[src/rtl/pipe_ctrl_unit.sv]
// Pipeline control unit: ID-stage decode, operand forwarding, branch resolution,
// load-use and mul/div stall handling, plus a saturating stall-cycle counter.
module pipe_ctrl_unit #(
  parameter int XLEN    = 32,
  parameter int NUM_FWD = 3,
  parameter int MEXT    = 1
) (
  input  logic                   clk,
  input  logic                   rst,
  input  logic [6:0]             opcode,
  input  logic [2:0]             funct3,
  input  logic [6:0]             funct7,
  input  logic [4:0]             rs1_addr,
  input  logic [4:0]             rs2_addr,
  input  logic [XLEN-1:0]        rs1_data,
  input  logic [XLEN-1:0]        rs2_data,
  input  logic [5*NUM_FWD-1:0]   fwd_rd_addr,
  input  logic [NUM_FWD-1:0]     fwd_wb_en,
  input  logic                   ex_is_load,
  input  logic                   md_done,
  output logic [1:0]             fwd1_sel,
  output logic [1:0]             fwd2_sel,
  output logic                   src1_pc_sel,
  output logic                   src2_imm_sel,
  output logic [3:0]             alu_ctrl,
  output logic [1:0]             mul_ctrl,
  output logic [1:0]             result_sel,
  output logic [1:0]             pc_sel,
  output logic [1:0]             instr_sel,
  output logic                   dm_web,
  output logic                   wb_en,
  output logic                   stall,
  output logic                   md_start,
  output logic                   illegal_instr,
  output logic [15:0]            stall_cnt
);

  localparam logic [6:0] OP_R      = 7'b0110011;
  localparam logic [6:0] OP_IMM    = 7'b0010011;
  localparam logic [6:0] OP_LOAD   = 7'b0000011;
  localparam logic [6:0] OP_STORE  = 7'b0100011;
  localparam logic [6:0] OP_BRANCH = 7'b1100011;
  localparam logic [6:0] OP_JAL    = 7'b1101111;
  localparam logic [6:0] OP_JALR   = 7'b1100111;
  localparam logic [6:0] OP_LUI    = 7'b0110111;
  localparam logic [6:0] OP_AUIPC  = 7'b0010111;

  typedef enum logic [1:0] {RUN, MD_BUSY, FLUSH} state_t;

  // store is held active-high so that reset and bubble values are both all-zero
  typedef struct packed {
    logic [1:0] fwd1;
    logic [1:0] fwd2;
    logic       src1_pc;
    logic       src2_imm;
    logic [3:0] alu;
    logic [1:0] mul;
    logic [1:0] res;
    logic [1:0] pc;
    logic       store;
    logic       wb;
    logic       md_start;
    logic       illegal;
  } dec_t;

  state_t     state, state_nxt;
  dec_t       dec_q, dec_nxt, dec_run;
  logic       is_r, is_imm, is_load, is_store, is_branch, is_jal, is_jalr, is_lui, is_auipc;
  logic       mop, illegal, hazard, br_cmp, br_taken;
  logic [4:0] ex_rd;
  logic       unused_funct7;

  assign ex_rd         = fwd_rd_addr[4:0];
  assign unused_funct7 = ^{funct7[6], funct7[4:1]};

  function automatic logic [1:0] fwd_pick(input logic [4:0] rs);
    logic found;
    found    = 1'b0;
    fwd_pick = '0;
    for (int unsigned k = 0; k < NUM_FWD; k++) begin
      if (!found && fwd_wb_en[k] && (fwd_rd_addr[5*k +: 5] == rs) &&
          (fwd_rd_addr[5*k +: 5] != 5'd0)) begin
        fwd_pick = 2'(k + 1);
        found    = 1'b1;
      end
    end
  endfunction

  always_comb begin
    is_r      = (opcode == OP_R);
    is_imm    = (opcode == OP_IMM);
    is_load   = (opcode == OP_LOAD);
    is_store  = (opcode == OP_STORE);
    is_branch = (opcode == OP_BRANCH);
    is_jal    = (opcode == OP_JAL);
    is_jalr   = (opcode == OP_JALR);
    is_lui    = (opcode == OP_LUI);
    is_auipc  = (opcode == OP_AUIPC);
    mop       = is_r && funct7[0];
    illegal   = !(is_r || is_imm || is_load || is_store || is_branch ||
                  is_jal || is_jalr || is_lui || is_auipc) || (mop && (MEXT == 0));
    hazard    = ex_is_load && (ex_rd != 5'd0) &&
                ((ex_rd == rs1_addr) ||
                 ((ex_rd == rs2_addr) && (is_r || is_store || is_branch)));
    case (funct3[2:1])
      2'b00:   br_cmp = (rs1_data == rs2_data);
      2'b10:   br_cmp = ($signed(rs1_data) < $signed(rs2_data));
      2'b11:   br_cmp = (rs1_data < rs2_data);
      default: br_cmp = 1'b0;
    endcase
    br_taken  = is_branch && (funct3[2:1] != 2'b01) && (br_cmp ^ funct3[0]);
  end

  always_comb begin
    dec_run = '0;
    if (illegal) begin
      dec_run.illegal = 1'b1;
    end else begin
      dec_run.fwd1 = fwd_pick(rs1_addr);
      dec_run.fwd2 = fwd_pick(rs2_addr);
      if (is_r || (is_imm && (funct3[1:0] == 2'b01)))
        dec_run.alu = {funct7[5], funct3};
      else if (is_imm)
        dec_run.alu = {1'b0, funct3};
      else if (is_lui)
        dec_run.alu = 4'b1001;
      dec_run.mul      = mop ? funct3[1:0] : 2'd0;
      dec_run.src1_pc  = is_branch || is_auipc || is_jal;
      dec_run.src2_imm = !is_r;
      dec_run.res      = (is_jal || is_jalr) ? 2'd2 : (mop ? 2'd1 : 2'd0);
      dec_run.store    = is_store;
      dec_run.wb       = !(is_branch || is_store);
      dec_run.pc       = {1'b0, is_jal || is_jalr || br_taken};
      dec_run.md_start = mop;
    end
  end

  // The md_done edge decodes without a load-use check: stall is already low there.
  always_comb begin
    state_nxt        = state;
    dec_nxt          = dec_q;
    dec_nxt.md_start = 1'b0;
    dec_nxt.illegal  = 1'b0;
    stall            = 1'b0;
    unique case (state)
      MD_BUSY: begin
        stall = !md_done;
        if (md_done) begin
          dec_nxt   = dec_run;
          state_nxt = dec_run.pc[0] ? FLUSH : (dec_run.md_start ? MD_BUSY : RUN);
        end
      end
      FLUSH: begin
        dec_nxt   = '0;
        state_nxt = RUN;
      end
      default: begin
        if (hazard) begin
          stall   = 1'b1;
          dec_nxt = '0;
        end else begin
          dec_nxt   = dec_run;
          state_nxt = dec_run.pc[0] ? FLUSH : (dec_run.md_start ? MD_BUSY : RUN);
        end
      end
    endcase
    stall = stall && rst;
  end

  always_ff @(posedge clk or negedge rst) begin
    if (!rst) begin
      state     <= RUN;
      dec_q     <= '0;
      stall_cnt <= '0;
    end else begin
      state <= state_nxt;
      dec_q <= dec_nxt;
      if (stall && (stall_cnt != '1))
        stall_cnt <= stall_cnt + 16'd1;
    end
  end

  assign instr_sel     = (state == FLUSH) ? 2'd2 : 2'd0;
  assign fwd1_sel      = dec_q.fwd1;
  assign fwd2_sel      = dec_q.fwd2;
  assign src1_pc_sel   = dec_q.src1_pc;
  assign src2_imm_sel  = dec_q.src2_imm;
  assign alu_ctrl      = dec_q.alu;
  assign mul_ctrl      = dec_q.mul;
  assign result_sel    = dec_q.res;
  assign pc_sel        = dec_q.pc;
  assign dm_web        = !dec_q.store;
  assign wb_en         = dec_q.wb;
  assign md_start      = dec_q.md_start;
  assign illegal_instr = dec_q.illegal;

endmodule

[config.mk]
export PLATFORM = sky130hd
export DESIGN_NAME = pipe_ctrl_unit
export DESIGN_NICKNAME = d
export VERILOG_FILES = /design/src/rtl/pipe_ctrl_unit.sv
export SDC_FILE = /design/constraint.sdc
export NUM_CORES = 1
export LEC_CHECK = 0
export ABC_CLOCK_PERIOD_IN_PS = 4500
export CAP_MARGIN = 10
export CORE_MARGIN = 3
export CORE_UTILIZATION = 27
export DETAILED_ROUTE_END_ITERATION = 16
export PLACE_DENSITY_LB_ADDON = 0.3
export SYNTH_ARGS = -nofsm -noshare
export SYNTH_HDL_FRONTEND = slang
export SYNTH_SLANG_ARGS = --single-unit
[constraint.sdc]
create_clock -name clk -period 4.5 [get_ports clk]
set_input_delay 0.9 -clock clk [delete_from_list [all_inputs] [get_ports clk]]
set_output_delay 0.9 -clock clk [all_outputs]
set_load 0.005 [all_outputs]
# Word-level counts from Yosys, hierarchy flattened
# Index checks and enable logic that the tools add are counted.
[classes]
reduce_logical = 55
bitwise_logic = 1
eq_ne = 25
addsub = 1
muxes = 34
n_lt_le_gt_ge = 2
[op_table]
columns = ["operator", "n"]
rows = [
  ["less-than comparator 32 bit", 2],
  ["2-to-1 mux 20 bit", 2],
  ["one-hot mux 20 bit (2 select lines)", 1],
  ["equality test 32 bit", 1],
  ["equality test 5 bit", 6],
  ["logical AND 1 bit", 25],
  ["equality test 7 x 6 -> 1 bit (second input constant)", 3],
  ["equality test 7 bit (second input constant)", 3],
  ["2-to-1 mux 2 bit", 10],
  ["2-to-1 mux 19 bit", 1],
  ["logical OR 1 bit", 17],
  ["adder 16 x 1 -> 16 bit (second input constant)", 1],
  ["inequality test 16 bit (second input constant)", 1],
  ["nonzero test 5 bit", 3],
  ["equality test 7 x 5 -> 1 bit (second input constant)", 2],
  ["2-to-1 mux 1 bit", 14],
  ["2-to-1 mux 4 bit", 3],
  ["zero test 1 bit", 8],
  ["equality test 7 x 2 -> 1 bit (second input constant)", 1],
  ["equality test 2 bit (second input constant)", 3],
  ["equality test 2 x 1 -> 1 bit (second input constant)", 2],
  ["one-hot mux 2 bit (2 select lines)", 1],
  ["inequality test 3 x 1 -> 1 bit (second input constant)", 1],
  ["one-hot mux 1 bit (3 select lines)", 1],
  ["other kinds (6)", 6],
]
[totals]
reg_bits = 38
inputBits = 113
word_cells = 132
out_inout_bits = 39

# Depth between registers and ports, before layout
# Gate-level depths: netlist of the first run.
[logic_depth]
word_depth = 26
mapped_depth = 10
depth_no_buf = 10

# Worst setup path before layout of the first run
# OpenSTA, ideal clock, no wires.
[synth_timing]
path_type = "input-to-output"
startpoint = "in fwd_rd_addr[4]"
endpoint = "out stall"
cell_stages = 6
arrival_time_ps = 1791
required_ps = 3600
path_buffers = 0
setup_slack_ps = 1809
cell_sequence = "xor2_1 nor3_2 nand4_1 a21oi_1 a21oi_1 nor2b_1"
[synth_via]
elab_chain_cells = 7
elab_cells_between_ends = 10
cone_classes = "2 x eq/ne; 2 x mux; 6 x reduce/logical"
[synth_lines]
columns = ["item", "line_no", "rtl"]
rows = [
  ["start, declared", "17", "input logic [5*NUM_FWD-1:0] fwd_rd_addr,"],
  ["equality test 5 bit", "104", "((ex_rd == rs2_addr) && (is_r || is_store || is_branch)));"],
  ["logical AND 1 bit", "104", ""],
  ["logical OR 1 bit", "103", "((ex_rd == rs1_addr) ||"],
  ["logical AND 1 bit (*)", "102", "hazard = ex_is_load && (ex_rd != 5'd0) &&"],
  ["2-to-1 mux 1 bit (*)", "158", "if (hazard) begin"],
  ["one-hot mux 1 bit (2 select lines) (*)", "145", "unique case (state)"],
  ["logical AND 1 bit (*)", "167", "stall = stall && rst;"],
  ["end, declared", "32", "output logic stall,"],
]
# Every way passes the cells marked *; elsewhere a longest branch is shown, timed or not.

# Worst setup path after layout of the first run
[layout_timing]
startpoint = "in opcode[5]"
endpoint = "out stall"
[layout_via]
elab_chain_cells = 9
elab_cells_between_ends = 11
cone_classes = "3 x eq/ne; 2 x mux; 6 x reduce/logical"
[layout_lines]
columns = ["item", "line_no", "rtl"]
rows = [
  ["start, declared", "10", "input logic [6:0] opcode,"],
  ["equality test 7 x 6 -> 1 bit, on equally long branches", "90, 93", ""],
  ["logical OR 1 bit", "104", ""],
  ["logical OR 1 bit (*)", "104", ""],
  ["logical AND 1 bit (*)", "104", ""],
  ["logical OR 1 bit (*)", "103", ""],
  ["logical AND 1 bit (*)", "102", ""],
  ["2-to-1 mux 1 bit (*)", "158", ""],
  ["one-hot mux 1 bit (2 select lines) (*)", "145", ""],
  ["logical AND 1 bit (*)", "167", ""],
]
# Marks and branches as above.

==> flow_summary.html, run 1 <==
<table>
<tr><th>Metric</th><th>Value</th></tr>
<tr><th colspan="2">Worst setup path</th></tr>
<tr><td>Critical path startpoint category</td><td>primary input</td></tr>
<tr><td>Critical path endpoint category</td><td>primary output</td></tr>
<tr><td>Critical Path Max Stage Delay</td><td>610 ps</td></tr>
<tr><td>Ordered cell list for the critical path</td><td>clkdlybuf4s50_1 -&gt; a21boi_0 -&gt; nand4_1 -&gt; a21oi_1 -&gt; a21oi_1 -&gt; nor2b_1 -&gt; clkdlybuf4s50_1</td></tr>
<tr><td>Worst Path Class, Setup</td><td>in2out</td></tr>
<tr><td>Worst-path maximum fanout</td><td>7</td></tr>
<tr><td>Slowest cell on the critical path</td><td>clkdlybuf4s50_1</td></tr>
<tr><td>Critical path data required time</td><td>3600 ps</td></tr>
<tr><td>CP arrival</td><td>around 3000 ps</td></tr>
<tr><th colspan="2">Clock tree</th></tr>
<tr><td>H-tree depth</td><td>2</td></tr>
<tr><td>Maximum clock insertion buffer count</td><td>2</td></tr>
<tr><td>CTS Sinks</td><td>37</td></tr>
<tr><td>Hold buffers post-CTS</td><td>0</td></tr>
<tr><td>Resized Gates After CTS</td><td>0</td></tr>
<tr><td>Number of buffers inserted to repair setup after CTS</td><td>0</td></tr>
<tr><td>Clock root cell</td><td>clkbuf_16</td></tr>
<tr><td>Clock buffer count from CTS</td><td>5</td></tr>
<tr><td>Clock-pin slew on the worst setup and hold paths</td><td>50 ps</td></tr>
<tr><td>Clock tree from TritonCTS</td><td>built</td></tr>
<tr><td>Worst-Skew Late Latency</td><td>280 ps</td></tr>
<tr><th colspan="2">Final layout</th></tr>
<tr><td>Fraction of final layout cells with drive strength greater than 1</td><td>around 5.7%</td></tr>
<tr><td>Final std cell area, no fill</td><td>4893 um2</td></tr>
<tr><td>Diode insertion count for antenna repair</td><td>0</td></tr>
<tr><td>Synth-to-layout area growth</td><td>50.13%</td></tr>
<tr><td>Fill cell count</td><td>~1200</td></tr>
<tr><td>Count of non-filler cells in the finished layout</td><td>between 600 and 700</td></tr>
<tr><td>Net count of the finished layout</td><td>approximately 660</td></tr>
<tr><th colspan="2">Power and ir drop</th></tr>
<tr><td>Net switching fraction of the power</td><td>roughly a quarter</td></tr>
<tr><td>Fraction of power consumed by combinational cells</td><td>24.9%</td></tr>
<tr><td>IR drop worst, VDD</td><td>roughly 0.12 mV</td></tr>
<tr><td>Fraction of power consumed by sequential logic</td><td>approximately a third</td></tr>
<tr><td>Total power of the final layout</td><td>around 1 mW</td></tr>
<tr><td>Switching power total</td><td>0.2393 mW</td></tr>
<tr><td>Static power due to leakage</td><td>approximately 2.1 nW</td></tr>
<tr><td>PD cells</td><td>slightly above 200 nW/um2</td></tr>
<tr><td>Internal</td><td>~0.77 mW</td></tr>
<tr><td>Clock network fraction of total power</td><td>40.5%</td></tr>
<tr><th colspan="2">Global routing</th></tr>
<tr><td>Pin count of the biggest net entering global routing</td><td>39</td></tr>
<tr><td>Antenna violations before repair</td><td>0</td></tr>
<tr><td>First-pass GRT wire length</td><td>roughly 15 mm</td></tr>
<tr><td>Final global-route overflow total</td><td>0</td></tr>
<tr><td>Global-route usage over all layers</td><td>13.93%</td></tr>
<tr><td>Vias in the first global route</td><td>between 3000 and 4000</td></tr>
<tr><th colspan="2">Die</th></tr>
<tr><td>Core region area</td><td>between 10000 and 15000 um2</td></tr>
<tr><td>Die footprint</td><td>about 13000 um2</td></tr>
<tr><td>Y dimension of the die</td><td>roughly 120 um</td></tr>
<tr><td>Number of ports placed on the die boundary</td><td>~150</td></tr>
<tr><td>Die width</td><td>approximately 120 um</td></tr>
<tr><td>Total number of placement rows</td><td>39</td></tr>
<tr><td>Initial Utilization</td><td>roughly 28%</td></tr>
<tr><th colspan="2">Synth</th></tr>
<tr><td>Commonest cells in the netlist</td><td>inv_1 (40), nand2_1 (39), dfrtp_1 (37)</td></tr>
<tr><td>Proportion of synthesized chip area in sequential cells</td><td>between 20% and 30%</td></tr>
<tr><td>Synthesized area per cell</td><td>between 8 and 9 um2</td></tr>
<tr><td>Leading register cell type out of synthesis</td><td>dfrtp_1</td></tr>
<tr><td>Number of flops mapped to enable cells by yosys</td><td>0</td></tr>
<tr><td>Yosys reg bits</td><td>37</td></tr>
<tr><td>Netlist cell types</td><td>57</td></tr>
<tr><td>Count leader, synth</td><td>inv_1</td></tr>
<tr><td>Proportion of netlist area held by the largest area contributor</td><td>approximately 28%</td></tr>
<tr><td>Count of warnings emitted by yosys</td><td>0</td></tr>
<tr><td>Summed instance area of the synthesized netlist</td><td>about 3300 um2</td></tr>
<tr><td>Largest area contributor in the synthesized netlist</td><td>dfrtp_1</td></tr>
<tr><td>Most area-consuming cells after synthesis</td><td>dfrtp_1 (28%), ha_1 (13%), xor2_1 (6.4%), xnor2_1 (5.4%), inv_1 (4.6%)</td></tr>
<tr><td>Post-synthesis instance total</td><td>between 300 and 400</td></tr>
<tr><td>Async set-or-reset flop fraction in the synthesized netlist</td><td>100.0%</td></tr>
<tr><th colspan="2">Placed design</th></tr>
<tr><td>DP Cell Count</td><td>644</td></tr>
<tr><td>HPWL reported at the end of detailed placement</td><td>just over 8 mm</td></tr>
<tr><td>Quantity of I/O buffers inserted on ports</td><td>around 140</td></tr>
<tr><td>Post-detailed-placement cell area</td><td>approximately 4700 um2</td></tr>
<tr><td>Routability Congestion</td><td>0.8427</td></tr>
<tr><th colspan="2">STA</th></tr>
<tr><td>Setup repair after global routing missed its margin</td><td>no</td></tr>
<tr><td>Clock skew</td><td>6.052 ps</td></tr>
<tr><td>Maximum frequency from static timing analysis</td><td>about 0.26 GHz</td></tr>
<tr><td>Final hold viol count</td><td>0</td></tr>
<tr><td>Final-report setup violation count</td><td>0</td></tr>
<tr><td>Worst hold slack</td><td>~470 ps</td></tr>
<tr><td>Fin Setup TNS</td><td>0 ps</td></tr>
<tr><td>Worst Tran Pin Value</td><td>~500 ps</td></tr>
<tr><td>Count of pins over their slew limit</td><td>0</td></tr>
<tr><td>Relative slew slack</td><td>roughly two thirds</td></tr>
<tr><td>Final critical-path share of the clock period</td><td>86.81%</td></tr>
<tr><td>Period minus WS final</td><td>about 4000 ps</td></tr>
<tr><th colspan="2">Detailed routing</th></tr>
<tr><td>Detailed-route vias per instance</td><td>between 4 and 5</td></tr>
<tr><td>DRC errors left</td><td>0</td></tr>
<tr><td>Detailed router's first-iteration violation count</td><td>between 100 and 150</td></tr>
<tr><td>Routed wirelength normalized by instance count</td><td>~15 um</td></tr>
<tr><td>Vias</td><td>a little over 3000</td></tr>
<tr><td>Final ANT Viol Nets</td><td>0</td></tr>
<tr><td>Number of search-and-repair iterations in the first detailed-routing pass</td><td>4</td></tr>
<tr><td>Total Wirelength</td><td>~9.6 mm</td></tr>
<tr><th colspan="2">Worst hold path</th></tr>
<tr><td>Tightest Hold Check Type</td><td>reg2reg</td></tr>
<tr><th colspan="2">Run</th></tr>
<tr><td>Max_cap viols</td><td>0</td></tr>
<tr><th colspan="2">Outcome</th></tr>
<tr><td>Outcome</td><td>complete, no violations</td></tr>
</table>
-- sequential cells by signal (all words and copies together) (netlist names) --
name and count:
src1_pc_sel 1, alu_ctrl 4, src2_imm_sel 1, mul_ctrl 2
fwd2_sel 2, result_sel 2, fwd1_sel 2, dec_q 1
stall_cnt 16, pc_sel 1, illegal_instr 1, md_start 1
wb_en 1, state 2
-- final timing paths --
check / cells past startpoint / slack (ps) / from / end
min in group asynchronous: 2 / 710 / rst / stall_cnt[13]
worst max-delay path: 7 / 590 / opcode[5] / stall
worst max register to register: 6 / 2200 / state[0] / mul_ctrl[0]
worst min register to register: 2 / 470 / alu_ctrl[0] / alu_ctrl[0]
max in group asynchronous: 2 / 3430 / rst / fwd2_sel[0]
worst min-delay path: 2 / 470 / alu_ctrl[0] / alu_ctrl[0]
-- critical path: cells and delay by family --
kind	cells	cell delay, ps
AOI/OAI and AO/OA	3	690
and+or+nand+nor	2	290
buffers and inverters	2	1110
-- cell usage in the layout, fill, tap and decap left out, types with 5 or more instances in the layout --
| cell | instances |
|---|---|
| a21o_1 | 7 |
| a21oi_1 | 16 |
| clkbuf_16 | 5 |
| clkdlybuf4s50_1 | 143 |
| dfrtp_1 | 37 |
| ha_1 | 35 |
| inv_1 | 40 |
| nand2_1 | 39 |
| nand2b_1 | 5 |
| nand3_1 | 13 |
| nand4_1 | 10 |
| nor2_1 | 17 |
| nor4_1 | 8 |
| o21ai_0 | 20 |
| xnor2_1 | 20 |
| xor2_1 | 24 |
-- kinds of logic after synthesis --
group           after synthesis  synth area share (%)
fa+ha+maj                    35                 13.44
other cells                   1                0.1151
mux                           3                0.9980
compound gates               70                 14.01
simple gates                122                 20.50
buf+inv                      62                 10.21
flops                        37                 28.41
xor+xnor                     45                 12.32
-- routing by layer --
metal	vias to the layer above	GRT usage [%]	part of all wire (%)	routed length, um
met3	5	3.238	6.2	591
met1	1419	16.58	41	3940
li1	1551	-	-	-
met2	85	25.82	52	4965
met4	0	2.320	0.65	62
met5	-	0	0	0
-- through the flow --
step	setup slack [ps]	util [%]
2_1_floorplan	1809	-
3_3_place_gp	565.1	40.65
3_5_place_dp	574.6	40.65
4_1_cts	557.1	42.14
5_1_grt	422.1	42.14
6_report	593.5	42.14
-- final cells by class --
type,count,area (um2),area share (%)
clock buffer,7,142.6,2.915
sequential,37,925.9,18.92
inverter,40,150.1,3.068
multi-input combinational,277,2007,41.01
timing repair buffer,147,1459,29.81
tap,143,178.9,3.656
clock inverter,1,30.03,0.6137
-- power groups by stage --
stage | registers, mW | clock network, mW | logic [mW]
2_1_floorplan | 0.354 | 0 | 0.0993
3_3_place_gp | 0.355 | 0 | 0.245
3_5_place_dp | 0.355 | 0 | 0.253
4_1_cts | 0.349 | 0.417 | 0.254
5_1_grt | 0.350 | 0.433 | 0.279
6_report | 0.349 | 0.407 | 0.250
Note: power is estimated with default switching activity, not from simulation.
==> run 2, diff against run 1 <==
--- a/config.mk
+++ b/config.mk
@@ -9,8 +9,10 @@
 export CAP_MARGIN = 10
 export CORE_MARGIN = 3
 export CORE_UTILIZATION = 27
+export CTS_CLUSTER_DIAMETER = 50
 export DETAILED_ROUTE_END_ITERATION = 16
 export PLACE_DENSITY_LB_ADDON = 0.3
+export SKIP_CTS_REPAIR_TIMING = 1
 export SYNTH_ARGS = -nofsm -noshare
 export SYNTH_HDL_FRONTEND = slang
 export SYNTH_SLANG_ARGS = --single-unit
==> results of run 2 <==
The final DEF is identical to that of run 1; final timing and power are the same.
